**config.mk**
```make
export PLATFORM = sky130hd
export DESIGN_NAME = fir_tap_sequencer_flat
export DESIGN_NICKNAME = d
export VERILOG_FILES = /design/src/rtl/fir_tap_sequencer_pkg.sv /design/src/rtl/fir_tap_sequencer_if.sv /design/src/rtl/fir_tap_sequencer_delay_line.sv /design/src/rtl/fir_tap_sequencer.sv /design/src/flat_wrapper.sv
export SDC_FILE = /design/constraint.sdc
export NUM_CORES = 1
export LEC_CHECK = 0
export CAP_MARGIN = 5
export CORE_ASPECT_RATIO = 0.75
export CORE_MARGIN = 4
export CORE_UTILIZATION = 40
export DETAILED_ROUTE_END_ITERATION = 10
export GPL_TIMING_DRIVEN = 0
export PLACE_DENSITY = 0.63
export SYNTH_ARGS = -nofsm -noshare
export SYNTH_HDL_FRONTEND = slang
export SYNTH_SLANG_ARGS = --single-unit
export TNS_END_PERCENT = 5
```
**constraint.sdc**
```tcl
create_clock -name clk -period 5.9 [get_ports clk]
set_clock_uncertainty 0.05 [all_clocks]
set_input_delay 1.18 -clock clk [delete_from_list [all_inputs] [get_ports clk]]
set_output_delay 1.18 -clock clk [all_outputs]
set_load 0.05 [all_outputs]
```
**src/rtl/fir_tap_sequencer_pkg.sv**
```systemverilog
// Shared types and sizing helpers for the time-multiplexed FIR tap sequencer.
package fir_tap_sequencer_pkg;

  typedef enum logic [1:0] {
    IDLE  = 2'd0,
    MAC   = 2'd1,
    DRAIN = 2'd2,
    DONE  = 2'd3
  } state_t;

  // Room for TAPS full-scale NxN products, so the accumulator can never wrap.
  function automatic int acc_width(input int n, input int taps);
    return 2 * n + $clog2(taps);
  endfunction

endpackage

```
**src/rtl/fir_tap_sequencer_if.sv**
```systemverilog
// Sample-in / coefficient-rom / result-out bundle of the FIR tap sequencer.
interface fir_tap_sequencer_if
  import fir_tap_sequencer_pkg::*;
#(
  parameter int N    = 8,
  parameter int TAPS = 8
);
  localparam int ACC_W = acc_width(N, TAPS);

  logic                    in_valid;
  logic signed [N-1:0]     in_data;
  logic                    in_ready;
  logic [N-1:0]            rom_addr;
  logic signed [N-1:0]     rom_data;
  logic                    out_valid;
  logic signed [ACC_W-1:0] out_data;
  logic                    busy;

  // master is the sequencer itself; slave is the source/rom/sink around it.
  modport master (
    input  in_valid, in_data, rom_data,
    output in_ready, rom_addr, out_valid, out_data, busy
  );

  modport slave (
    output in_valid, in_data, rom_data,
    input  in_ready, rom_addr, out_valid, out_data, busy
  );

endinterface

```
**src/rtl/fir_tap_sequencer_delay_line.sv**
```systemverilog
// Circular sample history: TAPS x N registers, one write port, one async read port.
module fir_delay_line #(
  parameter int N    = 8,
  parameter int TAPS = 8,
  parameter int KW   = $clog2(TAPS)
) (
  input  logic                clk,
  input  logic                reset,
  input  logic                we,
  input  logic [KW-1:0]       wr_idx,
  input  logic signed [N-1:0] wr_data,
  input  logic [KW-1:0]       rd_idx,
  output logic signed [N-1:0] rd_data
);

  logic signed [N-1:0] mem [TAPS];

  // Clearing on reset makes the first outputs partial sums over zero history.
  always_ff @(posedge clk or negedge reset) begin
    if (!reset) begin
      for (int i = 0; i < TAPS; i++) begin
        mem[i] <= '0;
      end
    end else if (we) begin
      mem[wr_idx] <= wr_data;
    end
  end

  assign rd_data = mem[rd_idx];

endmodule

```
**src/rtl/fir_tap_sequencer.sv**
```systemverilog
// FIR controller: per accepted sample, walks the coefficient rom over all taps
// through one shared multiply-accumulate and emits one result.
module fir_tap_sequencer
  import fir_tap_sequencer_pkg::*;
#(
  parameter int N     = 8,
  parameter int TAPS  = 8,
  parameter int ACC_W = acc_width(N, TAPS)
) (
  input  logic clk,
  input  logic reset,
  fir_tap_sequencer_if.master bus
);

  localparam int KW = $clog2(TAPS);

  state_t                  state;
  logic [KW-1:0]           k;
  logic [KW-1:0]           wr_ptr;
  logic [KW-1:0]           wr_idx;
  logic [KW-1:0]           rd_idx;
  logic                    wr_en;
  logic signed [N-1:0]     rd_data;
  logic signed [N-1:0]     sample_d;
  logic signed [2*N-1:0]   prod;
  logic signed [ACC_W-1:0] prod_ext;
  logic signed [ACC_W-1:0] acc;
  logic signed [ACC_W-1:0] acc_sum;

  assign wr_en  = (state == IDLE) && bus.in_valid;
  assign wr_idx = wr_ptr + KW'(1);
  assign rd_idx = wr_ptr - k;

  fir_delay_line #(
    .N    (N),
    .TAPS (TAPS),
    .KW   (KW)
  ) u_delay_line (
    .clk     (clk),
    .reset   (reset),
    .we      (wr_en),
    .wr_idx  (wr_idx),
    .wr_data (bus.in_data),
    .rd_idx  (rd_idx),
    .rd_data (rd_data)
  );

  assign prod     = sample_d * bus.rom_data;
  assign prod_ext = {{(ACC_W - 2*N){prod[2*N-1]}}, prod};
  assign acc_sum  = acc + prod_ext;

  // The sample is registered alongside the rom's registered read, so the
  // product of tap k lands two edges after its address is issued; DRAIN and
  // DONE absorb the last two products of the pass.
  always_ff @(posedge clk or negedge reset) begin
    if (!reset) begin
      state         <= IDLE;
      k             <= '0;
      wr_ptr        <= '0;
      acc           <= '0;
      sample_d      <= '0;
      bus.rom_addr  <= '0;
      bus.in_ready  <= 1'b1;
      bus.out_valid <= 1'b0;
      bus.out_data  <= '0;
      bus.busy      <= 1'b0;
    end else begin
      bus.out_valid <= 1'b0;
      case (state)
        IDLE: begin
          if (bus.in_valid) begin
            wr_ptr       <= wr_idx;
            acc          <= '0;
            k            <= '0;
            bus.rom_addr <= '0;
            bus.in_ready <= 1'b0;
            bus.busy     <= 1'b1;
            state        <= MAC;
          end
        end
        MAC: begin
          sample_d <= rd_data;
          if (k != '0) begin
            acc <= acc_sum;
          end
          k            <= k + KW'(1);
          bus.rom_addr <= N'(k) + N'(1);
          if (k == KW'(TAPS - 2)) begin
            state <= DRAIN;
          end
        end
        DRAIN: begin
          sample_d <= rd_data;
          acc      <= acc_sum;
          state    <= DONE;
        end
        DONE: begin
          acc           <= acc_sum;
          bus.out_data  <= acc_sum;
          bus.out_valid <= 1'b1;
          bus.in_ready  <= 1'b1;
          bus.busy      <= 1'b0;
          state         <= IDLE;
        end
        default: begin
          state <= IDLE;
        end
      endcase
    end
  end

endmodule
```
**src/flat_wrapper.sv**
```systemverilog
// flat-port wrapper written by rule: the top's interface ports become plain ports
module fir_tap_sequencer_flat import fir_tap_sequencer_pkg::*;
#(
  parameter int N     = 8,
  parameter int TAPS  = 8,
  parameter int ACC_W = acc_width(N, TAPS)
)
  (clk, reset, bus_in_valid, bus_in_data, bus_rom_data, bus_in_ready, bus_rom_addr, bus_out_valid, bus_out_data, bus_busy);
  fir_tap_sequencer_if #(.N(N), .TAPS(TAPS)) bus_i ();
  input  logic clk;
  input  logic reset;
  input wire logic [$bits(bus_i.in_valid)-1:0] bus_in_valid;
  input wire logic [$bits(bus_i.in_data)-1:0] bus_in_data;
  input wire logic [$bits(bus_i.rom_data)-1:0] bus_rom_data;
  output wire logic [$bits(bus_i.in_ready)-1:0] bus_in_ready;
  output wire logic [$bits(bus_i.rom_addr)-1:0] bus_rom_addr;
  output wire logic [$bits(bus_i.out_valid)-1:0] bus_out_valid;
  output wire logic [$bits(bus_i.out_data)-1:0] bus_out_data;
  output wire logic [$bits(bus_i.busy)-1:0] bus_busy;
  assign bus_i.in_valid = bus_in_valid;
  assign bus_i.in_data = bus_in_data;
  assign bus_i.rom_data = bus_rom_data;
  assign bus_in_ready = bus_i.in_ready;
  assign bus_rom_addr = bus_i.rom_addr;
  assign bus_out_valid = bus_i.out_valid;
  assign bus_out_data = bus_i.out_data;
  assign bus_busy = bus_i.busy;
  fir_tap_sequencer #(.N(N), .TAPS(TAPS), .ACC_W(ACC_W)) u_core (.clk(clk), .reset(reset), .bus(bus_i));
endmodule
```
# Yosys cells after proc, flatten, opt, wreduce, memory -nomap -nowiden
# Index checks and enable logic that the tools add are counted.
# classes
eq_ne	7
muxes	21
reduce_logical	13
multipliers	1
n_addsub	5
bitwise_logic	2
order_cmp	3
# op_table
cell	n
$bwmux W64	1
$pmux W19 S3	1
$mux W19	2
$mux W8	4
$bmux W8 S3	1
$demux W8 S3	1
$add A19 B16 Y19	1
$mul A8 B8 Y16	1
$pmux W8 S2	1
$reduce_and A2 Y1	5
$ge A4 B4 Y1 const B	2
$not A3 Y4	2
$pmux W2 S4	1
$add A3 B1 Y3 const B	2
$pmux W3 S2	1
$add A3 B1 Y4 const B	1
$eq A2 B2 Y1 const B	2
$lt A4 B1 Y1 const B	1
$mux W2	2
$ne A2 B1 Y1 const B	2
$pmux W1 S2	2
$reduce_bool A2 Y1	2
$reduce_or A2 Y1	2
$eq A3 B3 Y1 const B	1
other kinds (8)	11
# totals
out_inout_bits	30
elab_cells	70
reg_bits	129
input_bits	19

# Logic depth before layout (Yosys ltp)
# Gate-level depths: netlist of the first run.
# depth
depth_word	7
ltp_mapped	19
mapped_depth_nobuf	18

# Hierarchy
# From an unflattened synthesis of the first run, not the netlist that was laid out.
# unflattened
cells_unflattened	738
area_unflattened_um2	8883.5
# by_module_without_submodules
mod	instances	seq_area_each_um2	area_per_inst_um2	cells_each
fir_tap_sequencer	1	1452.6	5890.6	566
fir_delay_line	1	1601.5	2992.9	172

# Worst setup path before layout of the first run
# No wires, ideal clock.
# synth_path
path_kind	input to register
start	input bus_rom_data[0]
end	register u_core.acc[13]
setup_time_ns	0.122
t_arrival_ns	5.865
setup_slack_ns	-0.136
n_path_buf	0
stages	15
t_required_ns	5.728
cell_sequence	and2_1 inv_1 fa_1 inv_1 fa_1 fa_1 fa_1 fa_1 ha_1 a21o_1 a21o_1 o21ai_1 a31oi_1 or3_1 a32o_1
# synth_between
elab_chain_cells	4
# synth_lines
item	line	text
from (decl)	flat_wrapper.sv:14	input wire logic [$bits(bus_i.rom_data)-1:0] bus_rom_data;
$mul A8 B8 Y16 *	fir_tap_sequencer.sv:48	assign prod = sample_d * bus.rom_data;
$add A19 B16 Y19 *	fir_tap_sequencer.sv:50	assign acc_sum = acc + prod_ext;
$mux W19	fir_tap_sequencer.sv:83	if (k != '0) begin
$pmux W19 S3 *	fir_tap_sequencer.sv:69	case (state)
to (signal assigned)	fir_tap_sequencer.sv:84	acc <= acc_sum;
to (signal assigned)	fir_tap_sequencer.sv:94	acc <= acc_sum;
to (signal assigned)	fir_tap_sequencer.sv:98	acc <= acc_sum;
to (decl)	fir_tap_sequencer.sv:27	logic signed [ACC_W-1:0] acc;
# Mark *: on every way between the ends. The rest lies on a longest branch, timed or not. The select of a mux whose other input is x is not followed.
# A chain may end at the register's enable or synchronous reset.

# Worst setup path after layout of the first run
# layout_path
start	input bus_rom_data[1]
end	register u_core.acc[13]
# Same word-level chain as after synthesis.

==> impl_metrics.json, run 1 <==
{
  "die_y_um": 137,
  "pin_count": 49,
  "clockBufferDepth": 2,
  "async_reset_ff_frac": 1.00,
  "crit_chain": "dlygate4sd2_1, nand2_1, fa_1, inv_1, fa_1, inv_1, fa_1, inv_1, fa_1, fa_1, ha_2, a21o_1, a21o_1, o21ai_2, a31oi_1, or3_1, a32o_1",
  "syn_inst": 746,
  "path_class": "input port to flip-flop",
  "clock_latency_ps": 410,
  "start_util": 0.412,
  "cp.arrival_ps": 6000,
  "detail-route-antenna-nets": 0,
  "synth-main-ff-cell": "dfrtp_1",
  "syn_area_per_cell_um2": 11.9,
  "hold_depth": 2,
  "rr_worst_depth": 15,
  "ys_ff_latch": 122,
  "pre_cts_ws_ps": -1060,
  "die_area_um2": 24600,
  "hold_slack_ps": 434,
  "rsz0062_at_grt": "true",
  "hpwl_mm": 14.6,
  "fin_util": 0.482,
  "cts_made_buffers": 17,
  "synthToLayoutAreaGrowth_pct": 16.9,
  "yosysWarnings": 0,
  "grt_overflow": 0,
  "cts-root-buf": "clkbuf_16",
  "slowest_delay_ps": 520,
  "post_drt_wl_per_cell_um": 17.5,
  "min_path_type": "flip-flop to flip-flop",
  "cts_sinks": 122,
  "endpoint_kind": "flip-flop",
  "maxSlewHeadroom": 0.315,
  "antenna_cells": 0,
  "routed_via_density": 5.04,
  "grt_first_pass_wirelength_mm": 32.8,
  "die_x_um": 180,
  "crit_path_top_delay_cell": "fa_1",
  "tritoncts": "built",
  "wirelength_mm": 19.5,
  "rows": 46,
  "fin_crit_sh": 0.973,
  "ys_types": 55,
  "track_usage": 0.171,
  "htree_levels": 4,
  "cp_max_fo": 8,
  "r2r_slack_ps": 660,
  "worstPathRequired_ps": 6160,
  "period_minus_slack_ps": 5740,
  "worstMarginPinSlew_ps": 1020,
  "maxSlewViolCount": 0,
  "cap_violations": 0,
  "route.detailed.drc": 0,
  "drt-pass1-iter-count": 4,
  "ys_seq_area_frac": 0.345,
  "clk_pin_slew_worst_paths_ps": 60,
  "worstReg2RegEnd": "u_core.acc[13]",
  "layout-drive-gt1-share": 0.180,
  "setup_tns_ps": 0,
  "min_from": "u_core.acc[5]",
  "n_fill_cell": 1903,
  "finalSetupViolations": 0,
  "core_area_um2": 21500,
  "grt_start_max_net_pins": 98,
  "hold_viol": 0,
  "mappedNetlistArea_um2": 8850,
  "status": "finished clean",
  "grt_pass1_vias": 5866,
  "r2r_start": "u_core.sample_d[2]",
  "drtIter0Drc": 286,
  "worst_slack_ps": 160,
  "gp_congestion": 0.846,
  "antenna_found_initial": 0,
  "synth-edff-count": 0,
  "timing.fmax_mhz": 174,
  "io_buffers": 44,
  "critPathLaunchType": "input port",
  "via_count": 5619,
  "worstHoldEndpoint": "u_core.acc[5]",
  "path_common_cell": "fa_1",
  "final_nets": 971
}
[cell type report]
class                           instances  area [µm²]  share of cell area
Tap cell                              288         360              0.0348
Sequential cell                       122        3050               0.295
Timing Repair Buffer                   46         467              0.0451
Buffer                                 27         146              0.0141
Clock buffer                           21         460              0.0445
Clock inverter                         11         169              0.0163
Inverter                               98         370              0.0358
Multi-Input combinational cell        502        5320               0.514
[through the flow]
step | area [µm²] | std cells
2_1_floorplan | 8870 | 749
3_3_place_gp | 9670 | 1081
3_5_place_dp | 9700 | 1082
4_1_cts | 10300 | 1115
5_1_grt | 10300 | 1115
6_report | 10300 | 1115
[state kept, by name (all words and copies together), names as in the netlist]
| name | flops |
|---|---|
| u_core.k | 2 |
| u_core.state | 2 |
| u_core.bus.out_data | 19 |
| u_core.acc | 19 |
| u_core.bus.out_valid | 1 |
| u_core.bus.rom_addr | 2 |
| u_core.bus.busy | 1 |
| u_core.u_delay_line.mem | 64 |
| u_core.bus.in_ready | 1 |
| u_core.wr_ptr | 3 |
| u_core.sample_d | 8 |
[critical path: cells and delay by family]
family                   cells  cell delay, ps
AO/OA/AOI/OAI                5             910
AND/OR/NAND/NOR              2             490
buffers and inverters        4             620
adder cells (fa/ha/maj)      6            2780
[cell usage after synthesis (all sizes together) (2+ instances only)]
| cell | number | area, µm² |
|---|---|---|
| clkbuf | 13 | 48.8 |
| nor2b | 9 | 56.3 |
| a21o | 4 | 30.0 |
| o21bai | 2 | 15.0 |
| nor3 | 13 | 95.1 |
| xnor2 | 15 | 139 |
| a22oi | 3 | 22.5 |
| and3 | 2 | 12.5 |
| a22o | 12 | 105 |
| a32o | 2 | 20.0 |
| nand2b | 3 | 18.8 |
| mux2 | 76 | 856 |
| nand4 | 4 | 25.0 |
| xor2 | 7 | 61.3 |
| a211o | 2 | 17.5 |
| nand2 | 41 | 154 |
| inv | 97 | 364 |
| o21a | 3 | 22.5 |
| mux4 | 16 | 405 |
| or4 | 4 | 33.8 |
| a21oi | 24 | 120 |
| a31o | 2 | 17.5 |
| mux2i | 11 | 110 |
| o21ai | 24 | 124 |
| or3 | 2 | 12.5 |
| nand3 | 7 | 35.0 |
| buf | 14 | 97.6 |
| dfrtp | 121 | 3030 |
| fa | 85 | 1700 |
| nor2 | 26 | 97.6 |
| and2 | 35 | 219 |
| ha | 53 | 663 |
[how the worst max path moves through the flow]
stage                    startpoint                      end  slack [ps]  depth (start not counted)
detailed placement  bus_rom_data[0]           u_core.acc[13]       -1060                         16
global route        bus_rom_data[4]           u_core.acc[17]         -60                         16
global placement              reset  u_core.bus.out_data[12]       -1390                          1
CTS                 bus_rom_data[7]           u_core.acc[13]          20                         15
floorplan           bus_rom_data[0]           u_core.acc[13]          90                         15
finish              bus_rom_data[1]           u_core.acc[13]         160                         17
[layout by cell type (no fill, tap or decap), drive strengths merged, types with 7 or more instances in the layout]
master,n
nand3,7
mux2i,11
inv,98
nor3,13
and2,35
nor2,26
buf,17
o21ai,24
mux2,76
a22o,12
xnor2,15
clkdlybuf4s50,35
a21oi,24
xor2,7
nand2,41
mux4,16
ha,53
clkbuf,35
fa,85
nor2b,9
dfrtp,121
[cells by family after synthesis]
logic type | after synthesis | synth area share
adders and majority gates | 138 | 0.267
and+or+nand+nor | 148 | 0.0875
xor gates and xnor gates | 22 | 0.0226
muxes | 103 | 0.155
other | 1 | 0.000424
buffers and inverters | 125 | 0.0581
AOI/OAI and AO/OA | 87 | 0.0646
DFF | 122 | 0.345
[routing by layer]
layer	global-route usage	vias to the layer above	share of wire
met1	0.284	2841	0.56
met3	0.0345	11	0.038
met2	0.226	108	0.39
met4	0.0338	0	0.0061
li1	-	2659	-
met5	0	-	0
[timing repair]
item,CTS,global route
endpoints found under the setup margin,22,14
hold endpoints to repair,0,0
setup buffers,1,0
pin swaps,2,3
hold buffers,0,0
gates resized for setup,11,11
Power of run 1 is left out: the tool's default activity adds up to more than one toggle a clock period on the data nets, which glitch-free logic cannot reach.
==> run 2: changes to the inputs <==
--- a/config.mk
+++ b/config.mk
@@ -11,7 +11,6 @@
 export CORE_UTILIZATION = 40
 export DETAILED_ROUTE_END_ITERATION = 10
 export GPL_TIMING_DRIVEN = 0
-export PLACE_DENSITY = 0.63
 export SYNTH_ARGS = -nofsm -noshare
 export SYNTH_HDL_FRONTEND = slang
 export SYNTH_SLANG_ARGS = --single-unit
==> constraint.sdc (replaced) <==
create_clock -name clk -period 5.9 [get_ports clk]
set_clock_uncertainty 0.05 [all_clocks]
set_input_delay 1.18 -clock clk [delete_from_list [all_inputs] [get_ports clk]]
set_output_delay 1.18 -clock clk [all_outputs]
set_load 0.02 [all_outputs]
==> run 2 against run 1 <==
Hold slack better by 12 ps. Sequential share of layout area down 0.11 points. Worst setup slack better by 30 ps. Register-to-register slack about the same. Maximum frequency up 0.52%. Critical path depth unchanged. Largest cell class unchanged. Critical endpoint unchanged. Non-clock buffer count unchanged. Routed wire length down 0.66%. Count of clock-buffer cells in the layout up 4. Global-route usage down 0.16 points.
==> impl_metrics.json, run 2 (synthesis gave the netlist of run 1 again) <==
{
  "largest_register_ffs": 64,
  "place_inst": 1082,
  "final_cell_area_um2": 10400,
  "antenna_cells": 0,
  "cts_made_buffers": 17,
  "grt_overflow": 0,
  "wirelength_mm": 19.4,
  "pin_count": 49,
  "maxSlewViolCount": 0,
  "final_nets": 971,
  "endpoint_kind": "flip-flop",
  "cap_violations": 0,
  "maxSlewHeadroom": 0.394,
  "instances_no_fill": 1115,
  "cp_max_fo": 8,
  "via_count": 5604,
  "die_y_um": 137,
  "worst-path-buf-inv": 4,
  "path_common_cell": "fa_1",
  "final_cell_mix": "dfrtp_1, inv_1, fa_1, mux2_2, ha_1",
  "worstMarginPinSlew_ps": 904,
  "die_area_um2": 24600,
  "rows": 46,
  "cts-hold-fix-buffers": 0,
  "synthToLayoutAreaGrowth_pct": 17.3,
  "die_x_um": 180,
  "crit_chain": "clkdlybuf4s15_1, nand2_1, fa_1, inv_1, fa_1, inv_1, fa_1, inv_1, fa_1, fa_1, ha_4, a21o_1, a21o_1, o21ai_1, a31oi_1, or3_1, a32o_1",
  "crit_family": "adder cells",
  "placed_cell_area_um2": 9700,
  "route.detailed.drc": 0,
  "slowest_delay_ps": 570,
  "antenna_found_initial": 0,
  "fin_crit_sh": 0.968,
  "worstPathRequired_ps": 6160,
  "io_buffers": 44,
  "timing.fmax_mhz": 175,
  "regMostFlops": "u_core.u_delay_line.mem",
  "final_common_cell": "dfrtp_1",
  "cts_sinks": 122,
  "track_usage": 0.169,
  "hold_viol": 0,
  "cp.arrival_ps": 5970,
  "finalSetupViolations": 0,
  "cts-root-buf": "clkbuf_16",
  "start_util": 0.412,
  "setup_tns_ps": 0,
  "path_class": "input port to flip-flop",
  "clk_pin_slew_worst_paths_ps": 60,
  "critPathLaunchType": "input port",
  "drt-pass1-iter-count": 5,
  "status": "finished clean",
  "drtIter0Drc": 265,
  "clock_latency_ps": 420,
  "post_drt_wl_per_cell_um": 17.4,
  "htree_levels": 4,
  "period_minus_slack_ps": 5710,
  "grt_first_pass_wirelength_mm": 32.4,
  "layout-drive-gt1-share": 0.177,
  "hpwl_mm": 14.8,
  "gp_congestion": 0.852,
  "min_path_type": "flip-flop to flip-flop",
  "clockBufferDepth": 2,
  "grt_start_max_net_pins": 83,
  "rsz0062_at_grt": "true",
  "routed_via_density": 5.03,
  "core_area_um2": 21500,
  "tritoncts": "built",
  "grt_pass1_vias": 5727,
  "detail-route-antenna-nets": 0,
  "reg_top3": "u_core.u_delay_line.mem x64, u_core.acc x19, u_core.bus.out_data x19",
  "crit_path_top_delay_cell": "fa_1"
}
[run 2: cell count changes in the layout (fill, tap and decap cells not counted), sizes merged]
cell           before  now
clkinvlp            4    0
clkdlybuf4s15       0    1
clkinv              3    2
dlygate4sd2         6    5
bufinv              4    5
clkbuf             35   39
[run 2: final cells by class]
cell class                      instances  area (µm²)
Fill cell                            1900       11100
Multi-Input combinational cell        502        5340
Buffer                                 27         146
Clock inverter                          7         164
Clock buffer                           25         485
Timing Repair Buffer                   46         468
Inverter                               98         370
Tap cell                              288         360
Sequential cell                       122        3050
[run 2: worst paths after layout]
kind,from,end,slack (ps),cells after the start
worst max-delay path,bus_rom_data[1],u_core.acc[13],190,17
worst min-delay path,u_core.u_delay_line.mem[61],u_core.u_delay_line.mem[61],450,1
worst max register to register,u_core.sample_d[5],u_core.acc[13],650,17
worst min register to register,u_core.u_delay_line.mem[61],u_core.u_delay_line.mem[61],450,1
max in group asynchronous,reset,u_core.bus.in_ready,4400,2
min in group asynchronous,reset,u_core.u_delay_line.mem[16],620,1
[run 2: metal layers]
metal  part of all wire  track usage  vias to the layer above
li1                   -            -                     2660
met1               0.57        0.287                     2813
met2               0.38        0.208                      118
met3              0.041       0.0375                       13
met4              0.011       0.0457                        0
met5                  0            0                        -
[run 2: metrics by stage]
stage	hold slack, ps	worst slack (ps)	util
3_3_place_gp	431	-1430	0.450
4_1_cts	449	66.0	0.483
3_5_place_dp	437	-1090	0.452
6_report	446	190	0.484
2_1_floorplan	400	86.9	-
5_1_grt	458	-39.6	0.484
[run 2: timing repair]
| action | 4_1_cts | 5_1_grt |
|---|---|---|
| endpoints found under the setup margin | 22 | 14 |
| resized for setup | 14 | 10 |
| pin swaps | 1 | 2 |
| setup buffers | 1 | 0 |
Power of run 2 is left out for the same reason.
